[config.mk]
export PLATFORM = sky130hd
export DESIGN_NAME = pulse_seq_ctrl
export DESIGN_NICKNAME = d
export VERILOG_FILES = /design/src/rtl/pulse_seq_pkg.sv /design/src/rtl/pulse_seq_regs.sv /design/src/rtl/pulse_seq_ctrl.sv
export SDC_FILE = /design/constraint.sdc
export NUM_CORES = 1
export LEC_CHECK = 0
export ABC_AREA = 1
export BUFFER_PORTS_ARGS = -buffer_cell sky130_fd_sc_hd__buf_2
export CAP_MARGIN = 10
export CORE_UTILIZATION = 32
export CTS_BUF_LIST = sky130_fd_sc_hd__clkbuf_2
export DETAILED_ROUTE_END_ITERATION = 10
export HOLD_SLACK_MARGIN = 0.06
export SYNTH_ARGS = -nofsm -noshare
export SYNTH_HDL_FRONTEND = slang
export SYNTH_SLANG_ARGS = --single-unit
[constraint.sdc]
create_clock -name clk_sys -period 2.78 [get_ports clk_sys]
set_clock_uncertainty 0.05 [all_clocks]
set_input_delay 0.417 -clock clk_sys [delete_from_list [all_inputs] [get_ports clk_sys]]
set_output_delay 0.417 -clock clk_sys [all_outputs]
set_load 0.02 [all_outputs]
[src/rtl/pulse_seq_pkg.sv]
// Shared types and constants for the pulse sequencer; PSEQ_NOISE_EN enables the trailing noise phase.
// Holds the FSM state enum, config register addresses, field widths and timer strobe bit positions.
package pulse_seq_pkg;

  localparam int TW      = 20;
  localparam int SCALE_W = 22;
  localparam int ECHO_W  = 16;
  localparam int CFG_W   = 22;

  localparam logic [2:0] ADDR_ST1MS = 3'd0;
  localparam logic [2:0] ADDR_PLUSE = 3'd1;
  localparam logic [2:0] ADDR_SCALE = 3'd2;
  localparam logic [2:0] ADDR_SCAN  = 3'd3;
  localparam logic [2:0] ADDR_NOISE = 3'd4;
  localparam logic [2:0] ADDR_ECHO  = 3'd5;

  localparam int T_ST1MS = 0;
  localparam int T_PLUSE = 1;
  localparam int T_SCALE = 2;
  localparam int T_SCAN  = 3;
  localparam int T_NOISE = 4;

  typedef enum logic [2:0] {
    S_IDLE,
    S_WAIT1MS,
    S_PULSE,
    S_ACQ,
    S_GAP,
    S_NOISE,
    S_DONE
  } state_t;

endpackage

[src/rtl/pulse_seq_regs.sv]
// Config register file feeding timer reload values; writes land next cycle, dropped while busy.
// Noise reload register only exists with PSEQ_NOISE_EN, otherwise datain_noise is tied low.
module pulse_seq_regs
  import pulse_seq_pkg::*;
(
  input  logic               clk_sys,
  input  logic               rst,
  input  logic               cfg_we,
  input  logic [2:0]         cfg_addr,
  input  logic [CFG_W-1:0]   cfg_data,
  input  logic               busy,
  output logic [TW-1:0]      datain_state_1ms,
  output logic [TW-1:0]      datain_pluse,
  output logic [SCALE_W-1:0] datain_scale,
  output logic [TW-1:0]      datain_scan,
  output logic [TW-1:0]      datain_noise,
  output logic [ECHO_W-1:0]  echo_cnt
);

`ifdef PSEQ_NOISE_EN
  logic [TW-1:0] noise_q;
  assign datain_noise = noise_q;
`else
  assign datain_noise = '0;
`endif

  always_ff @(posedge clk_sys) begin
    if (rst) begin
      datain_state_1ms <= '0;
      datain_pluse     <= '0;
      datain_scale     <= '0;
      datain_scan      <= '0;
      echo_cnt         <= '0;
`ifdef PSEQ_NOISE_EN
      noise_q          <= '0;
`endif
    end else if (cfg_we && !busy) begin
      case (cfg_addr)
        ADDR_ST1MS: datain_state_1ms <= cfg_data[TW-1:0];
        ADDR_PLUSE: datain_pluse     <= cfg_data[TW-1:0];
        ADDR_SCALE: datain_scale     <= cfg_data[SCALE_W-1:0];
        ADDR_SCAN:  datain_scan      <= cfg_data[TW-1:0];
`ifdef PSEQ_NOISE_EN
        ADDR_NOISE: noise_q          <= cfg_data[TW-1:0];
`endif
        ADDR_ECHO:  echo_cnt         <= cfg_data[ECHO_W-1:0];
        default: ;
      endcase
    end
  end

endmodule

[src/rtl/pulse_seq_ctrl.sv]
// Echo sequencer FSM driving timer_top: all strobes registered, one cycle after the triggering tick.
// No backpressure; abort beats any tick, rst beats everything. PSEQ_NOISE_EN adds the noise phase.
module pulse_seq_ctrl
  import pulse_seq_pkg::*;
(
  input  logic               clk_sys,
  input  logic               rst,
  input  logic               cfg_we,
  input  logic [2:0]         cfg_addr,
  input  logic [CFG_W-1:0]   cfg_data,
  input  logic               go,
  input  logic               abort,
  input  logic               clk_en_st1ms,
  input  logic               clk_en_pluse,
  input  logic               clk_en_scale,
  input  logic               clk_en_scan,
  input  logic               clk_en_noise,
  output logic [TW-1:0]      datain_state_1ms,
  output logic [TW-1:0]      datain_pluse,
  output logic [SCALE_W-1:0] datain_scale,
  output logic [TW-1:0]      datain_scan,
  output logic [TW-1:0]      datain_noise,
  output logic [4:0]         start,
  output logic [3:0]         state_over,
  output logic               busy,
  output logic               done,
  output logic [ECHO_W-1:0]  echo_idx
);

  state_t            state;
  logic [ECHO_W-1:0] echo_cnt;
  logic              last_echo;

  pulse_seq_regs u_regs (
    .clk_sys          (clk_sys),
    .rst              (rst),
    .cfg_we           (cfg_we),
    .cfg_addr         (cfg_addr),
    .cfg_data         (cfg_data),
    .busy             (busy),
    .datain_state_1ms (datain_state_1ms),
    .datain_pluse     (datain_pluse),
    .datain_scale     (datain_scale),
    .datain_scan      (datain_scan),
    .datain_noise     (datain_noise),
    .echo_cnt         (echo_cnt)
  );

  // Widened compare so echo_cnt = 0xFFFF cannot wrap.
  assign last_echo = ({1'b0, echo_idx} + 17'd1) == {1'b0, echo_cnt};

  always_ff @(posedge clk_sys) begin
    if (rst) begin
      state      <= S_IDLE;
      start      <= '0;
      state_over <= '0;
      done       <= 1'b0;
      busy       <= 1'b0;
      echo_idx   <= '0;
    end else begin
      start      <= '0;
      state_over <= '0;
      done       <= 1'b0;
      if (abort && state != S_IDLE) begin
        state <= S_IDLE;
        busy  <= 1'b0;
      end else begin
        case (state)
          S_IDLE: begin
            if (go) begin
              if (echo_cnt == '0) begin
                done <= 1'b1;
              end else begin
                state          <= S_WAIT1MS;
                busy           <= 1'b1;
                echo_idx       <= '0;
                start[T_ST1MS] <= 1'b1;
              end
            end
          end
          S_WAIT1MS: begin
            if (clk_en_st1ms) begin
              state          <= S_PULSE;
              start[T_PLUSE] <= 1'b1;
              state_over[0]  <= 1'b1;
            end
          end
          S_PULSE: begin
            if (clk_en_pluse) begin
              state          <= S_ACQ;
              start[T_SCALE] <= 1'b1;
              state_over[1]  <= 1'b1;
            end
          end
          S_ACQ: begin
            if (clk_en_scale) begin
              state_over[2] <= 1'b1;
              if (last_echo) begin
`ifdef PSEQ_NOISE_EN
                state          <= S_NOISE;
                start[T_NOISE] <= 1'b1;
`else
                state <= S_DONE;
                done  <= 1'b1;
`endif
              end else begin
                state         <= S_GAP;
                echo_idx      <= echo_idx + 1'b1;
                start[T_SCAN] <= 1'b1;
              end
            end
          end
          S_GAP: begin
            if (clk_en_scan) begin
              state          <= S_PULSE;
              start[T_PLUSE] <= 1'b1;
              state_over[3]  <= 1'b1;
            end
          end
          S_NOISE: begin
            if (clk_en_noise) begin
              state <= S_DONE;
              done  <= 1'b1;
            end
          end
          // done was raised on entry, so this cycle only has to release busy
          S_DONE: begin
            state <= S_IDLE;
            busy  <= 1'b0;
          end
          default: begin
            state <= S_IDLE;
            busy  <= 1'b0;
          end
        endcase
      end
    end
  end

endmodule

* Word-level counts from Yosys, hierarchy flattened
Index checks and enable logic that the tools add are counted.
W data, S select, Z words.
** Operators by class
- Bitwise logic cells :: 8
- Mux-type cells :: 31
- Reduce and logical (&&, ||, !) cells :: 23
- $add $sub $neg :: 2
- Eq/ne operators :: 18
** Operators by type and width (number)
- $mux W16 :: 4
- $pmux W16 S2 :: 1
- $mux W3 :: 7
- $pmux W3 S6 :: 1
- $add A16 B1 Y17 const B :: 1
- $eq A17 B16 Y1 :: 1
- $add A16 B1 Y16 const B :: 1
- $logic_not A16 Y1 :: 1
- $ne A2 B2 Y1 const B :: 8
- $mux W1 :: 14
- $eq A3 B2 Y1 const B :: 4
- $reduce_and A2 Y1 :: 5
- $eq A3 B3 Y1 const B :: 3
- $reduce_or A3 Y1 :: 3
- $not A1 Y1 :: 8
- $reduce_or A4 Y1 :: 2
- $reduce_and A7 Y1 :: 1
- $eq A3 B1 Y1 const B :: 2
- $logic_not A3 Y1 :: 2
- $reduce_and A6 Y1 :: 1
- $reduce_or A5 Y1 :: 1
- $pmux W1 S2 :: 2
- $pmux W1 S3 :: 1
- $reduce_and A3 Y1 :: 1
- other kinds (6) :: 7
** Storage, ports and cells
- Word-level logic and storage cells :: 99
- Register bits :: 128
- Bits of input ports :: 35

* Logic depth before layout (Yosys ltp)
Gate-level depths: netlist of run 1.
- Depth after elaboration :: 5
- Gate-level depth with buffers :: 16
- Mapped depth without buffers :: 16

* Cells and area by module
A second synthesis of run 1 with hierarchy kept.
** Second synthesis, totals
- Cell total of the unflattened synthesis :: 961
- Area total of the unflattened synthesis :: 6278.5 µm²
** Modules (own cells, without submodules)
- pulse_seq_regs :: cells each 590, times used 1, seq. area each 1961.9 µm², area an instance 4041.4 µm²
- pulse_seq_ctrl :: cells each 371, times used 1, seq. area each 560.5 µm², area an instance 2237.1 µm²

* Worst setup path after synthesis of run 1
Ideal clock, no wire load.
- Path type :: flip-flop to flip-flop
- Start point :: reg echo_idx[0]
- End point :: reg echo_idx[10]
- Required time :: 2.614 ns
- Slack :: 0.582 ns
- Cell stages (with the launch flop) :: 14
- Period minus slack after synthesis :: 2.198 ns
- Library setup time :: 0.116 ns
- Data arrival time :: 2.032 ns
- Path through :: dfxtp_1 > ha_1 > nand2_2 > nor2_4 > nand2_2 > nor2_2 > nand2_1 > nand3_1 > nand2_1 > nor2_2 > nand4_4 > buf_6 > a21oi_1 > nor2_1
** On the way
- Cells in the longest elaborated chain, start to end :: 4
- Elaborated cells between the ends (all ways) :: 8
** RTL lines
- start, declared :: line pulse_seq_ctrl.sv:27 : output logic [ECHO_W-1:0] echo_idx
- start signal, assigned :: line pulse_seq_ctrl.sv:108 : echo_idx <= echo_idx + 1'b1;
- $add A16 B1 Y17 / $add A16 B1 Y16 (equally long branches) :: line pulse_seq_ctrl.sv:50, pulse_seq_ctrl.sv:108
- $eq A17 B16 Y1 / $mux W16 (equally long branches) :: line pulse_seq_ctrl.sv:50, pulse_seq_ctrl.sv:98
- $ne A2 B2 Y1 (no line) / $mux W16 (equally long branches)
- $reduce_and A6 Y1 (no line) / $pmux W16 S2 (equally long branches)
Several ways; a longest one is shown, not always the timed one. The select of a mux whose other input is x is not followed.
A chain may end at the register's enable or synchronous reset.

* Worst setup path in the final report of run 1
- Start point :: reg echo_idx[0]
- End point :: reg done
** On the way
- Cells in the longest elaborated chain, start to end :: 5
** RTL lines
- $add A16 B1 Y17 :: line pulse_seq_ctrl.sv:50 : assign last_echo = ({1'b0, echo_idx} + 17'd1) == {1'b0, echo_cnt};
- $eq A17 B16 Y1 :: line pulse_seq_ctrl.sv:50
- $mux W1 :: line pulse_seq_ctrl.sv:98 : if (last_echo) begin
- $mux W1 :: line pulse_seq_ctrl.sv:96 : if (clk_en_scale) begin
- $pmux W1 S3 :: line pulse_seq_ctrl.sv:68 : case (state)
- end signal, assigned :: line pulse_seq_ctrl.sv:57 : done <= 1'b0;
- end signal, assigned :: line pulse_seq_ctrl.sv:72 : done <= 1'b1;
- end signal, assigned :: line pulse_seq_ctrl.sv:104 : done <= 1'b1;
- end, declared :: line pulse_seq_ctrl.sv:26 : output logic done,
Every way passes these cells.

==> metrics.yaml, run 1 <==
routing:
  route.detailed.drc: 0
  num_vias: 5651
  drt_wl_total_um: 16800
  ant_nets: 0
  first_pass_iters: 5
  drt_iter0_drc: 315
  wl_per_cell_um: 13.8
  via_per_inst: 4.63
floorplanning:
  die_x_um: 137
  num_rows: 48
  ios: 164
  core_area_um2: 17500
  die_height_um: 137
  dieArea_um2: 18700
  start_util_pct: 33.2
timing:
  worst_pin_slew_ns: 0.753
  finalCriticalPeriod_ns: 2.52
  post-route-period-util_pct: 90.8
  rsz0062_at_grt: "false"
  timing.hold.ws_ns: 0.216
  tns_ns: 0
  fmax_mhz: 396
  maxSlewHeadroom_pct: 49.7
  finalHoldViolCount: 0
  setup_viol: 0
  drv_slew: 0
cells_and_area:
  drive_gt1_share_pct: 23.1
  fillers: 1838
  postLayoutCellArea_um2: 7220
  layout.nets: 1018
  multi_input_area_um2: 2810
  regArea_um2: 2520
  utilization_pct: 41.3
  area_growth_pct: 24.6
flow_run:
  drv_cap: 0
synth:
  yosys_register_bits: 126
  yosys.cell_types.count: 33
  syn_area_um2: 5800
  syn_inst: 814
  yosys_warnings: 0
  syn_avg_cell_area_um2: 7.12
  ys_seq_area_share_pct: 43.5
cts:
  cts_tree: "built"
  cts_buffers: 17
  h-tree-depth: 4
  cts_setup_buffers: 0
  clk_latency_ns: 0.70
  ctsRootBufferMaster: "clkbuf_2"
  cts.sinks: 126
  clock_path_buffers: 2
  path_clk_slew_ns: 0.22
place:
  hpwl_um: 11700
  place_area_um2: 6640
  port_buffers: 142
  gp_congestion: 0.873
critical_path:
  r2r_cells: 14
  r2r_end: "done"
  startpoint: "echo_idx[0]"
  cp-endpoint: "done"
  worstSetupPathType: "flip-flop to flip-flop"
  r2r-start: "echo_idx[0]"
  crit_fanout: 3
  r2r_slack_ns: 0.26
  crit_path_end_kind: "flip-flop"
  cp-start-kind: "flip-flop"
  cp.arrival_ns: 3.14
  required_ns: 3.39
worst_hold_path:
  hp-class: "input pin to flip-flop"
power:
  powerDensity_nw_per_um2: 687
  max-vdd-ir-drop_v: 0.000277
  p_leak_nw: 3.48
status:
  outcome: "completed"
grt:
  grt_pass1_wl_um: 27100
  grt_pass1_vias: 5301
  grtUsageTotal_pct: 18.8
  antenna_found_initial: 1
  grt_max_degree: 61
  grt_overflow_total: 0
placed cells by master (no fill, tap or decap), types with 3 or more instances in the layout:
cell and n:
nor2_2 5, buf_4 16, buf_2 142, inv_1 50, dlygate4sd3_1 32, nor3_2 3
nand3_2 14, clkinv_2 4, nor2_1 223, conb_1 21, nand2_1 99, dfxtp_1 125
nand3_1 46, clkbuf_2 17, nand4_1 7, nor3_1 7, xnor2_1 4, clkinv_4 4
o21ai_0 102, nor2_4 6, nand2_2 6, bufinv_16 3, a21oi_1 35
worst max-delay path, cell delays in order, from the launching register on:
cell	delay, ns
dfxtp_1	0.39
ha_1	0.22
nand3_1	0.15
nor2_2	0.20
nand3_1	0.09
nand2_1	0.10
nand2_1	0.10
nand2_1	0.07
nand2_1	0.04
inv_1	0.06
nand2_1	0.09
nor2_4	0.12
nand4_1	0.12
a31oi_1	0.14
dlygate4sd3_1	0.55
synth_stat cells (all sizes together):
| cell | n | area (µm²) |
|---|---|---|
| nor2 | 234 | 933 |
| a31oi | 1 | 6.26 |
| clkinv | 1 | 3.75 |
| o21ai | 105 | 526 |
| ha | 1 | 12.5 |
| dfxtp | 126 | 2520 |
| a21oi | 35 | 175 |
| xnor3 | 2 | 45.0 |
| nor3 | 10 | 50.1 |
| nand4 | 8 | 65.1 |
| o21bai | 2 | 18.8 |
| inv | 52 | 195 |
| xnor2 | 4 | 35.0 |
| nand2 | 106 | 420 |
| clkbuf | 30 | 113 |
| nand3 | 60 | 370 |
| a21boi | 1 | 7.51 |
| xor3 | 1 | 23.8 |
| conb | 1 | 3.75 |
| buf | 31 | 246 |
| nor4 | 1 | 6.26 |
| xor2 | 2 | 17.5 |
flip-flops by register name, summed over array words and instances, names as in the netlist, 3 cells and up:
register and count:
state_over 3, u_regs.datain_pluse 20, start 4, echo_idx 16, u_regs.datain_scale 22, u_regs.echo_cnt 16, u_regs.datain_state_1ms 20, state 3
u_regs.datain_scan 20
worst min-delay path by stage:
stage                             from                         end  slack (ns)  cells after the start
2_1_floorplan      u_regs.echo_cnt[13]         u_regs.echo_cnt[13]        0.39                      2
3_3_place_gp   u_regs.datain_pluse[19]     u_regs.datain_pluse[19]        0.41                      2
3_5_place_dp    u_regs.datain_pluse[2]      u_regs.datain_pluse[2]        0.42                      2
4_1_cts                    cfg_addr[1]  u_regs.datain_state_1ms[7]        0.14                      5
5_1_grt                    cfg_addr[1]  u_regs.datain_state_1ms[1]        0.16                      5
6_report                   cfg_addr[1]  u_regs.datain_state_1ms[4]        0.22                      5
layer usage:
layer / up-vias / GRT usage, % / part of all wire, %
met4: 0 / 4.69 / 0.90
met5: - / 0 / 0
met2: 170 / 28.4 / 43
met1: 2554 / 25.0 / 48
met3: 12 / 6.85 / 7.5
li1: 2915 / - / -
where the power goes:
part	switching [mW]	internal, mW	total (mW)
clock network	0.723	0.498	1.22
registers	0.164	1.98	2.14
logic	1.02	0.580	1.60
total	1.91	3.06	4.96
stage by stage:
step,total power [mW],setup slack [ns],cells
after global routing,5.31,0.0353,1220
after floorplan,3.30,0.582,834
after CTS,5.00,0.143,1219
after global placement,3.72,0.337,1156
final,4.96,0.256,1220
after detailed placement,3.73,0.338,1156
area by class of cell:
type                    instances  share of cell area, %
multi-input cells             594                   38.9
flip-flops and latches        126                   34.9
repair buffers                190                   15.9
well taps                     225                   3.90
inverters                      53                   2.75
clock inverters                14                   2.34
clock buffers                  17                   1.18
diodes                          1                 0.0346
what timing repair did:
action / in CTS / in global routing
hold buffers: 32 / 0
gates resized for setup: 0 / 3
setup endpoints to repair: 0 / 1
endpoints found under the hold margin: 108 / 0
kinds of logic after synthesis:
kind of cell	share of synthesized area, %
and+or+nand+nor	31.8
DFF	43.5
buffers and inverters	9.63
AOI/OAI and AO/OA	12.6
other	0.0647
adders and majority gates	0.216
xor gates and xnor gates	2.09
No activity file was read; power rests on OpenSTA's default activity.
==> run 2: changes to the inputs <==
- CTS_BUF_LIST: sky130_fd_sc_hd__clkbuf_2 -> sky130_fd_sc_hd__clkbuf_4 sky130_fd_sc_hd__clkbuf_8
==> run 2 against run 1 <==
Compared with the run above:
- flip-flop and latch count did not move
- utilization down 1.0 points
- critical path type unchanged
- fmax rose by 1.2%
- critical path depth up 1
- largest power group unchanged
- first-iteration DRC count up 4.4%
- sequential share of layout area grew 0.86 points
- largest cell class unchanged
==> metrics.yaml, run 2 (synthesis gave the netlist of run 1 again) <==
place:
  pre_cts_ws_ns: 0.338
  port_buffers: 142
  gp_congestion: 0.873
  hpwl_um: 11700
grt:
  grtUsageTotal_pct: 18.5
  grt_overflow_total: 0
  grt_pass1_vias: 5093
  antenna_found_initial: 0
  grt_max_degree: 61
  grt_pass1_wl_um: 26600
timing:
  setup_slack_ns: 0.285
  finalCriticalPeriod_ns: 2.49
  finalHoldViolCount: 0
  tns_ns: 0
  drv_slew: 0
  setup_viol: 0
  post-route-period-util_pct: 89.7
  timing.hold.ws_ns: 0.119
  rsz0062_at_grt: "false"
  fmax_mhz: 401
  maxSlewHeadroom_pct: 49.3
  worst_pin_slew_ns: 0.760
flow_run:
  drv_cap: 0
cells_and_area:
  largest_reg_flops: 22
  area_growth_pct: 21.6
  final_common_cell: "nor2_1"
  drive_gt1_share_pct: 23.7
  layout.nets: 986
  final_cell_mix: "nor2_1, buf_2, dfxtp_1"
  fillers: 1857
  antenna_cells: 0
  top_register: "u_regs.datain_scale"
cts:
  h-tree-depth: 4
  ctsRootBufferMaster: "clkbuf_8"
  holdBufCountCts: 0
  cts_resized: 0
  clock_path_buffers: 2
  cts_buffers: 17
  cts_tree: "built"
  clk_latency_ns: 0.45
  cts_setup_buffers: 0
  cts.sinks: 126
  path_clk_slew_ns: 0.07
routing:
  drt_iter0_drc: 329
  first_pass_iters: 4
  route.detailed.drc: 0
  via_per_inst: 4.63
  drt_wl_total_um: 16600
  num_vias: 5495
  wl_per_cell_um: 14.0
  ant_nets: 0
power:
  max-vdd-ir-drop_v: 0.000328
  powerDensity_nw_per_um2: 759
  p_leak_nw: 3.39
critical_path:
  required_ns: 3.07
  crit_fanout: 32
  cp-start-kind: "flip-flop"
  crit_path_end_kind: "flip-flop"
  worstSetupPathType: "flip-flop to flip-flop"
  cp.arrival_ns: 2.79
floorplanning:
  ios: 164
  die_height_um: 137
  num_rows: 48
  die_x_um: 137
  start_util_pct: 33.2
  dieArea_um2: 18700
  core_area_um2: 17500
status:
  outcome: "completed"
worst_hold_path:
  hp-class: "input pin to flip-flop"
-- run 2: final cells by class --
class | instances | area, µm² | share of cell area [%]
Inverter | 53 | 199 | 2.82
Clock buffer | 17 | 234 | 3.32
Clock inverter | 14 | 169 | 2.40
Timing Repair Buffer | 158 | 831 | 11.8
Sequential cell | 126 | 2520 | 35.8
Tap cell | 225 | 282 | 4.00
Multi-Input combinational cell | 594 | 2810 | 39.9
-- run 2: stage by stage --
step | power, mW | utilization (%) | instance area, µm² | std cells
finish | 5.35 | 40.3 | 7050 | 1187
CTS | 5.39 | 40.3 | 7050 | 1187
detailed placement | 3.73 | 38.0 | 6640 | 1156
global route | 5.69 | 40.3 | 7050 | 1187
global placement | 3.72 | 38.0 | 6640 | 1156
floorplan | 3.30 | - | 5870 | 834
-- run 2: worst max-delay path, stage by stage, from the launching register on --
cell and delay, ns:
dfxtp_1 0.38, ha_1 0.23, nand3_1 0.13, nor2_1 0.27, nand4_1 0.19, nand2_1 0.16, nand2_1 0.06, nand2_1 0.05
inv_1 0.05, nand2_1 0.10, nor2_4 0.05, nand4_4 0.05, buf_4 0.37, nand3_1 0.12, nand2_1 0.08, nor2_1 0.05
-- run 2: where the power goes --
group	leakage [nW]	internal, mW	switching (mW)
Clock	0.202	0.881	0.770
Sequential	1.02	1.97	0.162
Combinational	2.16	0.546	1.01
-- run 2: per-layer routing --
layer	vias up	wire length (µm)	track usage [%]
met5	-	0	0
met4	0	188	6.17
met3	16	1310	6.63
met2	176	7050	27.0
met1	2451	8030	25.1
li1	2852	-	-
-- run 2: final timing paths --
path	from	end	slack [ns]	cells after the start
setup reg to reg	echo_idx[1]	echo_idx[15]	0.29	15
hold reg to reg	u_regs.datain_pluse[5]	u_regs.datain_pluse[5]	0.43	2
hold / removal	rst	start[0]	0.12	2
setup / recovery	echo_idx[1]	echo_idx[15]	0.29	15
